--- config.mk ---
export PLATFORM = sky130hd
export DESIGN_NAME = shift_seq_unit
export DESIGN_NICKNAME = d
export VERILOG_FILES = /design/src/rtl/shift_seq_unit.sv
export SDC_FILE = /design/constraint.sdc
export NUM_CORES = 1
export LEC_CHECK = 0
export CAP_MARGIN = 30
export CORE_ASPECT_RATIO = 0.8
export CORE_UTILIZATION = 45
export CTS_BUF_LIST = sky130_fd_sc_hd__clkbuf_8
export CTS_CLUSTER_DIAMETER = 150
export DETAILED_ROUTE_END_ITERATION = 7
export PLACE_DENSITY = 0.79
export REMOVE_ABC_BUFFERS = 1
export SYNTH_ARGS = -nofsm -noshare
export SYNTH_HDL_FRONTEND = slang
export SYNTH_SLANG_ARGS = --single-unit
--- constraint.sdc ---
create_clock -name Clk -period 1.5 [get_ports Clk]
set_input_delay 0.45 -clock Clk [delete_from_list [all_inputs] [get_ports Clk]]
set_output_delay 0.45 -clock Clk [all_outputs]
set_load 0.01 [all_outputs]
--- src/rtl/shift_seq_unit.sv ---
// X:A:B shift chain with whole/partial loads, single-step shifts and a self-timed multi-step sequencer.
// Define SHIFT_SEQ_ROTATE_EN to build rotate-right for Mode 10; otherwise Mode 10 is a logical right shift.
module shift_seq_unit #(
    parameter int W     = 8,
    parameter int CNT_W = $clog2(2*W+2)
) (
    input  logic             Clk,
    input  logic             Reset,
    input  logic             Load,
    input  logic             Load_A,
    input  logic             X_In,
    input  logic [W-1:0]     D_A,
    input  logic [W-1:0]     D_B,
    input  logic             Shift_En,
    input  logic             Start,
    input  logic [CNT_W-1:0] Count,
    input  logic [1:0]       Mode,
    output logic             X,
    output logic [2*W-1:0]   Data_Out,
    output logic             Shift_Out,
    output logic             Busy,
    output logic             Done
);

    localparam int CHAIN_W = 2*W+1;
    localparam logic [CNT_W-1:0] MAX_COUNT = CNT_W'(CHAIN_W);

    typedef enum logic {IDLE, RUN} state_t;

    state_t             state, state_next;
    logic [CHAIN_W-1:0] chain, chain_next;
    logic [CNT_W-1:0]   cnt_q, cnt_next, count_sat;
    logic [1:0]         mode_q, mode_next;
    logic               done_next;

    // One step of the whole chain; MSB is X, LSB is B[0].
    function automatic logic [CHAIN_W-1:0] shift_chain(input logic [CHAIN_W-1:0] c,
                                                       input logic [1:0] m);
        logic [CHAIN_W-1:0] r;
        case (m)
            2'b00:   r = {c[CHAIN_W-1], c[CHAIN_W-1:1]};
            2'b01:   r = {1'b0, c[CHAIN_W-1:1]};
`ifdef SHIFT_SEQ_ROTATE_EN
            2'b10:   r = {c[0], c[CHAIN_W-1:1]};
`else
            2'b10:   r = {1'b0, c[CHAIN_W-1:1]};
`endif
            default: r = {c[CHAIN_W-2:0], 1'b0};
        endcase
        return r;
    endfunction

    always_comb begin
        count_sat = (Count > MAX_COUNT) ? MAX_COUNT : Count;
    end

    always_ff @(posedge Clk or posedge Reset) begin
        if (Reset)
            state <= IDLE;
        else
            state <= state_next;
    end

    // Requests are honoured only in IDLE, highest priority first; RUN ignores them all.
    always_comb begin
        state_next = state;
        chain_next = chain;
        cnt_next   = cnt_q;
        mode_next  = mode_q;
        done_next  = 1'b0;
        case (state)
            IDLE: begin
                if (Load) begin
                    chain_next = {X_In, D_A, D_B};
                end else if (Load_A) begin
                    chain_next = {X_In, D_A, chain[W-1:0]};
                end else if (Start) begin
                    if (count_sat == '0) begin
                        done_next = 1'b1;
                    end else begin
                        state_next = RUN;
                        cnt_next   = count_sat;
                        mode_next  = Mode;
                    end
                end else if (Shift_En) begin
                    chain_next = shift_chain(chain, Mode);
                end
            end
            RUN: begin
                chain_next = shift_chain(chain, mode_q);
                cnt_next   = cnt_q - CNT_W'(1);
                if (cnt_q == CNT_W'(1)) begin
                    state_next = IDLE;
                    done_next  = 1'b1;
                end
            end
            default: state_next = IDLE;
        endcase
    end

    always_ff @(posedge Clk or posedge Reset) begin
        if (Reset) begin
            chain  <= '0;
            cnt_q  <= '0;
            mode_q <= '0;
            Done   <= 1'b0;
        end else begin
            chain  <= chain_next;
            cnt_q  <= cnt_next;
            mode_q <= mode_next;
            Done   <= done_next;
        end
    end

    assign X         = chain[CHAIN_W-1];
    assign Data_Out  = chain[2*W-1:0];
    assign Shift_Out = chain[0];
    assign Busy      = (state == RUN);

endmodule

==> out/metrics.yaml, run 1 <==
status:
  status: "complete, but fails checks"
  failed_checks: "setup timing"
worst_setup_path:
  critical_path_at_ns: 1.88
  crit-reg2reg-capture: "chain[4]"
  ff2ff_path_depth: 5
  critPathMaxFanout: 4
  worst_setup_path_startpoint: "mode_q[0]"
  worst_setup_path_endpoint: "chain[4]"
  cp_data_required_time_ns: 1.66
  worst-r2r-setup-slack_ns: -0.22
  setup.worst_path.end_class: "flop"
  timing.rr.start: "mode_q[0]"
  worst-setup-path-type: "reg2reg"
  critPathLaunchType: "flop"
detailed_routing:
  drt-total-wl_mm: 6.74
  drt.antenna.violating_nets: 0
  route.detailed.wl_per_inst_um: 19.5
  routed_via_density: 6.23
  drc_errors: 0
  vias: 2151
  drt_first_iter_violations: 303
  drtPass1Iterations: 8
final_layout:
  proportion_of_layout_cells_with_a_drive_suffix_above_1_pct: 39.2
  finish.utilization_pct: 83.8
  n_antenna_cell: 0
  area.sequential_um2: 652
  design_area_um2: 3010
  nFillCells: 200
  finalNetCount: 330
  layout-area-overhead-vs-synth_pct: 70.1
  area_used_by_multi_input_combinational_logic_um2: 1200
  fin_cells: 345
hold_path:
  class_of_the_tightest_hold_or_removal_check: "in2reg"
grt:
  grt_use_total_pct: 31.6
  grt_start_max_net_pins: 27
  antenna_violations_before_repair: 0
  number_of_global_route_vias_before_repair: 2073
  sum_of_overflow_across_all_layers_after_global_routing: 0
  first_pass_grt_wire_length_mm: 10.2
yosys:
  share_of_the_yosys_chip_area_belonging_to_registers_pct: 36.8
  postSynthCellCount: 190
  netlist_top_cells_count: "sky130_fd_sc_hd__dfrtp_1 (26), sky130_fd_sc_hd__nor2_1 (16), sky130_fd_sc_hd__nand2_1 (13)"
  yosys_register_bits: 26
  syn-cell-area_um2: 1770
  yosys.area.top_type: "sky130_fd_sc_hd__dfrtp_1"
  netlist-cell-type-count: 48
  number_of_warnings_issued_by_yosys: 0
  synthFlopType: "sky130_fd_sc_hd__dfrtp_1"
  synth-async-reset-ratio_pct: 100
  synthDominantCellAreaShare_pct: 36.8
  synth_enable_flop_cells: 0
  synth_most_common_cell: "sky130_fd_sc_hd__dfrtp_1"
  mean_area_per_synthesized_cell_um2: 9.30
  synth.top_cells.by_area: "sky130_fd_sc_hd__dfrtp_1 (37%), sky130_fd_sc_hd__a221o_1 (4.5%), sky130_fd_sc_hd__ha_1 (4.2%)"
clocking:
  clkSlewWorstSetupHoldPaths_ns: 0.10
  count_of_hold_fix_buffers_inserted_at_cts: 0
  number_of_clock_sinks: 26
  htreeDepth: 1
  cts_root_buffer: "sky130_fd_sc_hd__clkbuf_8"
  clk-insertion-delay-late_ns: 0.28
  clock_tree.buffer_depth: 2
  tritoncts: "built"
  clock_buffers_created_by_tritoncts: 3
place:
  placement.setup.worst_slack_ns: -0.727
  place.detailed.instances: 326
  detailed_place_hpwl_mm: 3.98
  cell_area_after_placement_um2: 2620
  gp_congestion: 0.924
  io_buffer_count: 49
power_and_ir_drop:
  vdd_drop_max_mv: 1.10
  cellPowerDensity_nw_per_um2: 1850
  overall_power_mw: 5.55
  power_leakage_nw: 1.35
sta:
  period_minus_slack_ns: 1.72
  total_setup_violations_reported_at_the_end_of_the_flow: 17
  timing.final.hold_violations: 0
  rsz0062_at_grt: "true"
  drv_slew: 0
  slew_limit_headroom_pct: 73.5
  worst-slew-pin-transition_ns: 0.394
  final.period_utilization_pct: 115
  setup_total_negative_slack_ns: -2.51
  fmax_mhz: 580
  clock_skew_ns: 0.00918
  whs_ns: 0.467
  post-route-worst-setup-slack_ns: -0.224
floorplanning:
  design.die.area_um2: 4180
  pin_count: 50
  placementRows: 19
  die_height_um: 58.1
  core_area_um2: 3590
  die-width_um: 72.1
  initial_utilization_pct: 49.3
run:
  max-cap-violations: 0
layout by cell type, fill, tap and decap left out, types with 2 or more instances in the layout:
| cell | instances |
|---|---|
| sky130_fd_sc_hd__a21oi_1 | 12 |
| sky130_fd_sc_hd__a221o_1 | 8 |
| sky130_fd_sc_hd__a221oi_2 | 4 |
| sky130_fd_sc_hd__a222oi_1 | 5 |
| sky130_fd_sc_hd__a31oi_1 | 7 |
| sky130_fd_sc_hd__a32oi_1 | 3 |
| sky130_fd_sc_hd__and2_4 | 2 |
| sky130_fd_sc_hd__buf_4 | 52 |
| sky130_fd_sc_hd__buf_6 | 13 |
| sky130_fd_sc_hd__clkbuf_8 | 3 |
| sky130_fd_sc_hd__clkdlybuf4s15_2 | 4 |
| sky130_fd_sc_hd__clkdlybuf4s50_1 | 19 |
| sky130_fd_sc_hd__dfrtp_1 | 25 |
| sky130_fd_sc_hd__dlygate4sd2_1 | 21 |
| sky130_fd_sc_hd__ha_1 | 2 |
| sky130_fd_sc_hd__ha_2 | 2 |
| sky130_fd_sc_hd__ha_4 | 2 |
| sky130_fd_sc_hd__inv_1 | 4 |
| sky130_fd_sc_hd__inv_2 | 4 |
| sky130_fd_sc_hd__nand2_1 | 11 |
| sky130_fd_sc_hd__nand2_2 | 3 |
| sky130_fd_sc_hd__nand3_1 | 10 |
| sky130_fd_sc_hd__nor2_1 | 13 |
| sky130_fd_sc_hd__nor2_4 | 3 |
| sky130_fd_sc_hd__nor3_1 | 3 |
| sky130_fd_sc_hd__nor4bb_1 | 2 |
| sky130_fd_sc_hd__o21a_1 | 4 |
| sky130_fd_sc_hd__o21ai_0 | 2 |
| sky130_fd_sc_hd__o21ai_1 | 7 |
| sky130_fd_sc_hd__o22a_1 | 8 |
| sky130_fd_sc_hd__o2bb2ai_1 | 2 |
power by group:
part | switching [mW] | leakage [nW] | internal [mW]
registers | 0.247 | 0.321 | 1.04
logic | 1.79 | 0.988 | 1.87
clock network | 0.251 | 0.0357 | 0.358
worst max-delay path, cell delays in order (launching register included):
cell and delay (ns):
sky130_fd_sc_hd__dfrtp_1 0.45, sky130_fd_sc_hd__ha_2 0.21, sky130_fd_sc_hd__and2_4 0.15, sky130_fd_sc_hd__a31o_4 0.23
sky130_fd_sc_hd__a222oi_1 0.37, sky130_fd_sc_hd__a21oi_1 0.17
area by class of cell:
cell class | count | share of cell area (%)
Multi-Input combinational cell | 143 | 39.8
Timing Repair Buffer | 112 | 33.0
Sequential cell | 26 | 21.7
Tap cell | 52 | 2.16
Clock buffer | 3 | 1.37
Clock inverter | 1 | 0.998
Inverter | 8 | 0.998
repair_timing:
action,in CTS,in global routing
cloned,1,0
endpoints found under the hold margin,0,0
pin swaps,29,11
setup endpoints to repair,46,24
resized for setup,91,17
setup buffers,10,5
how the worst min path moves through the flow:
stage / from / to / slack (ns) / depth (start not counted)
6_report: Count[3] / cnt_q[3] / 0.47 / 4
5_1_grt: Count[2] / cnt_q[2] / 0.51 / 4
4_1_cts: Reset / chain[4] / 0.50 / 3
3_5_place_dp: cnt_q[4] / cnt_q[4] / 0.50 / 2
3_3_place_gp: cnt_q[4] / cnt_q[4] / 0.50 / 2
2_1_floorplan: mode_q[1] / mode_q[1] / 0.47 / 2
routing by layer:
metal	track usage, %	part of all wire, %
met1	44.1	42
met2	52.2	46
met3	5.91	11
met4	5.04	1.7
met5	0	0
kinds of logic after synthesis:
family / after synthesis / share of synthesized area [%]
AOI/OAI and AO/OA: 75 / 33.5
and+or+nand+nor: 59 / 17.7
DFF: 26 / 36.8
buffers and inverters: 22 / 6.65
adders and majority gates: 6 / 4.25
xor gates and xnor gates: 1 / 0.495
muxes: 1 / 0.637
state kept, by name, indices dropped and copies added (netlist names):
| register | cells |
|---|---|
| chain | 17 |
| cnt_q | 5 |
| mode_q | 2 |
| Busy | 1 |
| Done | 1 |
(Power assumes the default switching activity.)
==> inputs of run 2 (changes only) <==
--- a/config.mk
+++ b/config.mk
@@ -11,7 +11,7 @@
 export CTS_BUF_LIST = sky130_fd_sc_hd__clkbuf_8
 export CTS_CLUSTER_DIAMETER = 150
 export DETAILED_ROUTE_END_ITERATION = 7
-export PLACE_DENSITY = 0.79
+export PLACE_DENSITY = 0.76
 export REMOVE_ABC_BUFFERS = 1
 export SYNTH_ARGS = -nofsm -noshare
 export SYNTH_HDL_FRONTEND = slang
==> constraint.sdc (replaced) <==
create_clock -name Clk -period 2 [get_ports Clk]
set_input_delay 0.6 -clock Clk [delete_from_list [all_inputs] [get_ports Clk]]
set_output_delay 0.6 -clock Clk [all_outputs]
set_load 0.01 [all_outputs]
==> run 2 against run 1 <==
The flow now finishes without violations; first-iteration DRC count shrank 60%; non-clock buffer count down 34; sequential power down 15%; critical endpoint is now cnt_q[0]; largest cell class unchanged.
==> out/metrics.yaml, run 2 (same netlist as run 1, synthesis figures left out) <==
status:
  status: "finished, final reports clean"
hold_path:
  class_of_the_tightest_hold_or_removal_check: "reg2reg"
final_layout:
  design_area_um2: 2550
  largest_registers: "chain: 17 flops, cnt_q: 5 flops, mode_q: 2 flops"
  largest-register: "chain"
  proportion_of_layout_cells_with_a_drive_suffix_above_1_pct: 17.5
  finalNetCount: 295
  layout_commonest_cell: "sky130_fd_sc_hd__clkdlybuf4s50_1"
  number_of_flip_flops_under_the_largest_register_name: 17
  layout-area-overhead-vs-synth_pct: 44.1
  nFillCells: 274
  mostFrequentLayoutCells: "sky130_fd_sc_hd__clkdlybuf4s50_1 (45), sky130_fd_sc_hd__buf_4 (28), sky130_fd_sc_hd__dfrtp_1 (26), sky130_fd_sc_hd__nor2_1 (15), sky130_fd_sc_hd__nand2_1 (13)"
  n_antenna_cell: 0
worst_setup_path:
  worst-setup-path-type: "in2reg"
  timing.critical_path.slowest_stage_cell: "sky130_fd_sc_hd__or3_4"
  timing.rr.start: "mode_q[0]"
  critical-path-max-stage-delay_ns: 0.44
  crit-reg2reg-capture: "chain[5]"
  cp_data_required_time_ns: 2.15
  worst_setup_path_startpoint: "Count[3]"
  critPathLaunchType: "input pin"
  critical_path_at_ns: 2.09
  setup.worst_path.end_class: "flop"
  path_cells: "clkdlybuf4s50_1, or3_4, a2111oi_1, a211oi_1, o41a_2"
  worst_setup_path_endpoint: "cnt_q[0]"
  worst-r2r-setup-slack_ns: 0.25
  critPathMaxFanout: 4
  ff2ff_path_depth: 6
sta:
  whs_ns: 0.531
  slew_limit_headroom_pct: 63.9
  drv_slew: 0
  final.period_utilization_pct: 96.7
  setup_total_negative_slack_ns: 0
  rsz0062_at_grt: "false"
  worst-slew-pin-transition_ns: 0.540
  total_setup_violations_reported_at_the_end_of_the_flow: 0
  clock_skew_ns: 0.00585
  timing.final.hold_violations: 0
  period_minus_slack_ns: 1.93
  fmax_mhz: 517
grt:
  global_route.usage.met2_pct: 38.2
  number_of_global_route_vias_before_repair: 1753
  sum_of_overflow_across_all_layers_after_global_routing: 0
  grt_start_max_net_pins: 31
  antenna_violations_before_repair: 0
  top_usage_layer: "met2"
  first_pass_grt_wire_length_mm: 8.16
  gr-usage-met1_pct: 36.1
  use_met3_pct: 4.70
  grt_use_total_pct: 24.9
detailed_routing:
  drt.antenna.violating_nets: 0
  routed_via_density: 5.98
  vias: 1848
  drt-total-wl_mm: 4.96
  drtPass1Iterations: 5
  drc_errors: 0
  route.detailed.wl_per_inst_um: 16.0
  drt_first_iter_violations: 121
clocking:
  htreeDepth: 1
  cts_root_buffer: "sky130_fd_sc_hd__clkbuf_8"
  count_of_hold_fix_buffers_inserted_at_cts: 0
  clock_buffers_created_by_tritoncts: 3
  number_of_clock_sinks: 26
  clk-insertion-delay-late_ns: 0.27
  clkSlewWorstSetupHoldPaths_ns: 0.09
  postCtsSetupBuffers: 0
  clock_tree.buffer_depth: 2
  tritoncts: "built"
power_and_ir_drop:
  cellPowerDensity_nw_per_um2: 1260
  power_leakage_nw: 1.06
  vdd_drop_max_mv: 0.733
  overall_power_mw: 3.21
place:
  io_buffer_count: 49
  cell_area_after_placement_um2: 2470
  gp_congestion: 0.840
  detailed_place_hpwl_mm: 3.69
floorplanning:
  die-width_um: 72.1
  pin_count: 50
  placementRows: 19
  core_area_um2: 3590
  initial_utilization_pct: 49.3
  design.die.area_um2: 4180
  die_height_um: 58.1
run:
  max-cap-violations: 0
[run 2: cell types whose count changed in the layout (fill, tap and decap cells not counted), moves of 7 or more]
cell	previous run	this run
sky130_fd_sc_hd__clkdlybuf4s50_1	19	45
sky130_fd_sc_hd__buf_4	52	28
sky130_fd_sc_hd__o21ai_0	2	9
sky130_fd_sc_hd__o21ai_1	7	0
sky130_fd_sc_hd__dlygate4sd2_1	21	3
sky130_fd_sc_hd__buf_6	13	0
[run 2: cell type report]
type	instances	area (um2)	share of cell area, %
inverters	8	30.0	1.18
multi-input cells	142	1040	40.9
well taps	52	65.1	2.55
clock buffers	3	41.3	1.62
repair buffers	78	719	28.2
flip-flops and latches	26	651	25.5
[run 2: stage by stage]
stage / std cells / setup slack, ns / util (%)
CTS: 309 / 0.0124 / 70.7
detailed placement: 306 / -0.419 / 68.7
floorplan: 176 / 0.0303 / -
global route: 309 / 0.0206 / 71.0
global placement: 306 / -0.364 / 68.7
finish: 309 / 0.0655 / 71.0
[run 2: repair_timing]
| action | in CTS | in global routing |
|---|---|---|
| pin swaps | 3 | 0 |
| setup endpoints to repair | 14 | 10 |
| cloned | 0 | 0 |
| resized for setup | 8 | 3 |
[run 2: worst min-delay path by stage]
stage | slack [ns] | to | from | cells past startpoint
final | 0.53 | mode_q[0] | mode_q[0] | 2
after global routing | 0.58 | cnt_q[4] | cnt_q[4] | 2
after CTS | 0.54 | cnt_q[4] | cnt_q[4] | 2
after detailed placement | 0.51 | cnt_q[4] | cnt_q[4] | 2
after global placement | 0.50 | cnt_q[3] | cnt_q[3] | 1
after floorplan | 0.47 | mode_q[1] | mode_q[1] | 2
[run 2: where the power goes]
part | internal (mW) | leakage, nW | total [mW] | switching [mW]
clock | 0.135 | 0.0216 | 0.293 | 0.158
combinational | 0.972 | 0.721 | 1.81 | 0.842
sequential | 0.778 | 0.322 | 1.10 | 0.322
[run 2: layer usage]
layer / wire length (um) / part of all wire, %
met1: 2280 / 46
met2: 2330 / 47
met3: 336 / 6.8
met4: 16 / 0.32
met5: 0 / 0
[run 2: critical path, delay by kind of cell]
kind                   cells  cell delay, ns
and+or+nand+nor            1            0.44
AOI/OAI and AO/OA          3            0.62
buffers and inverters      1            0.43
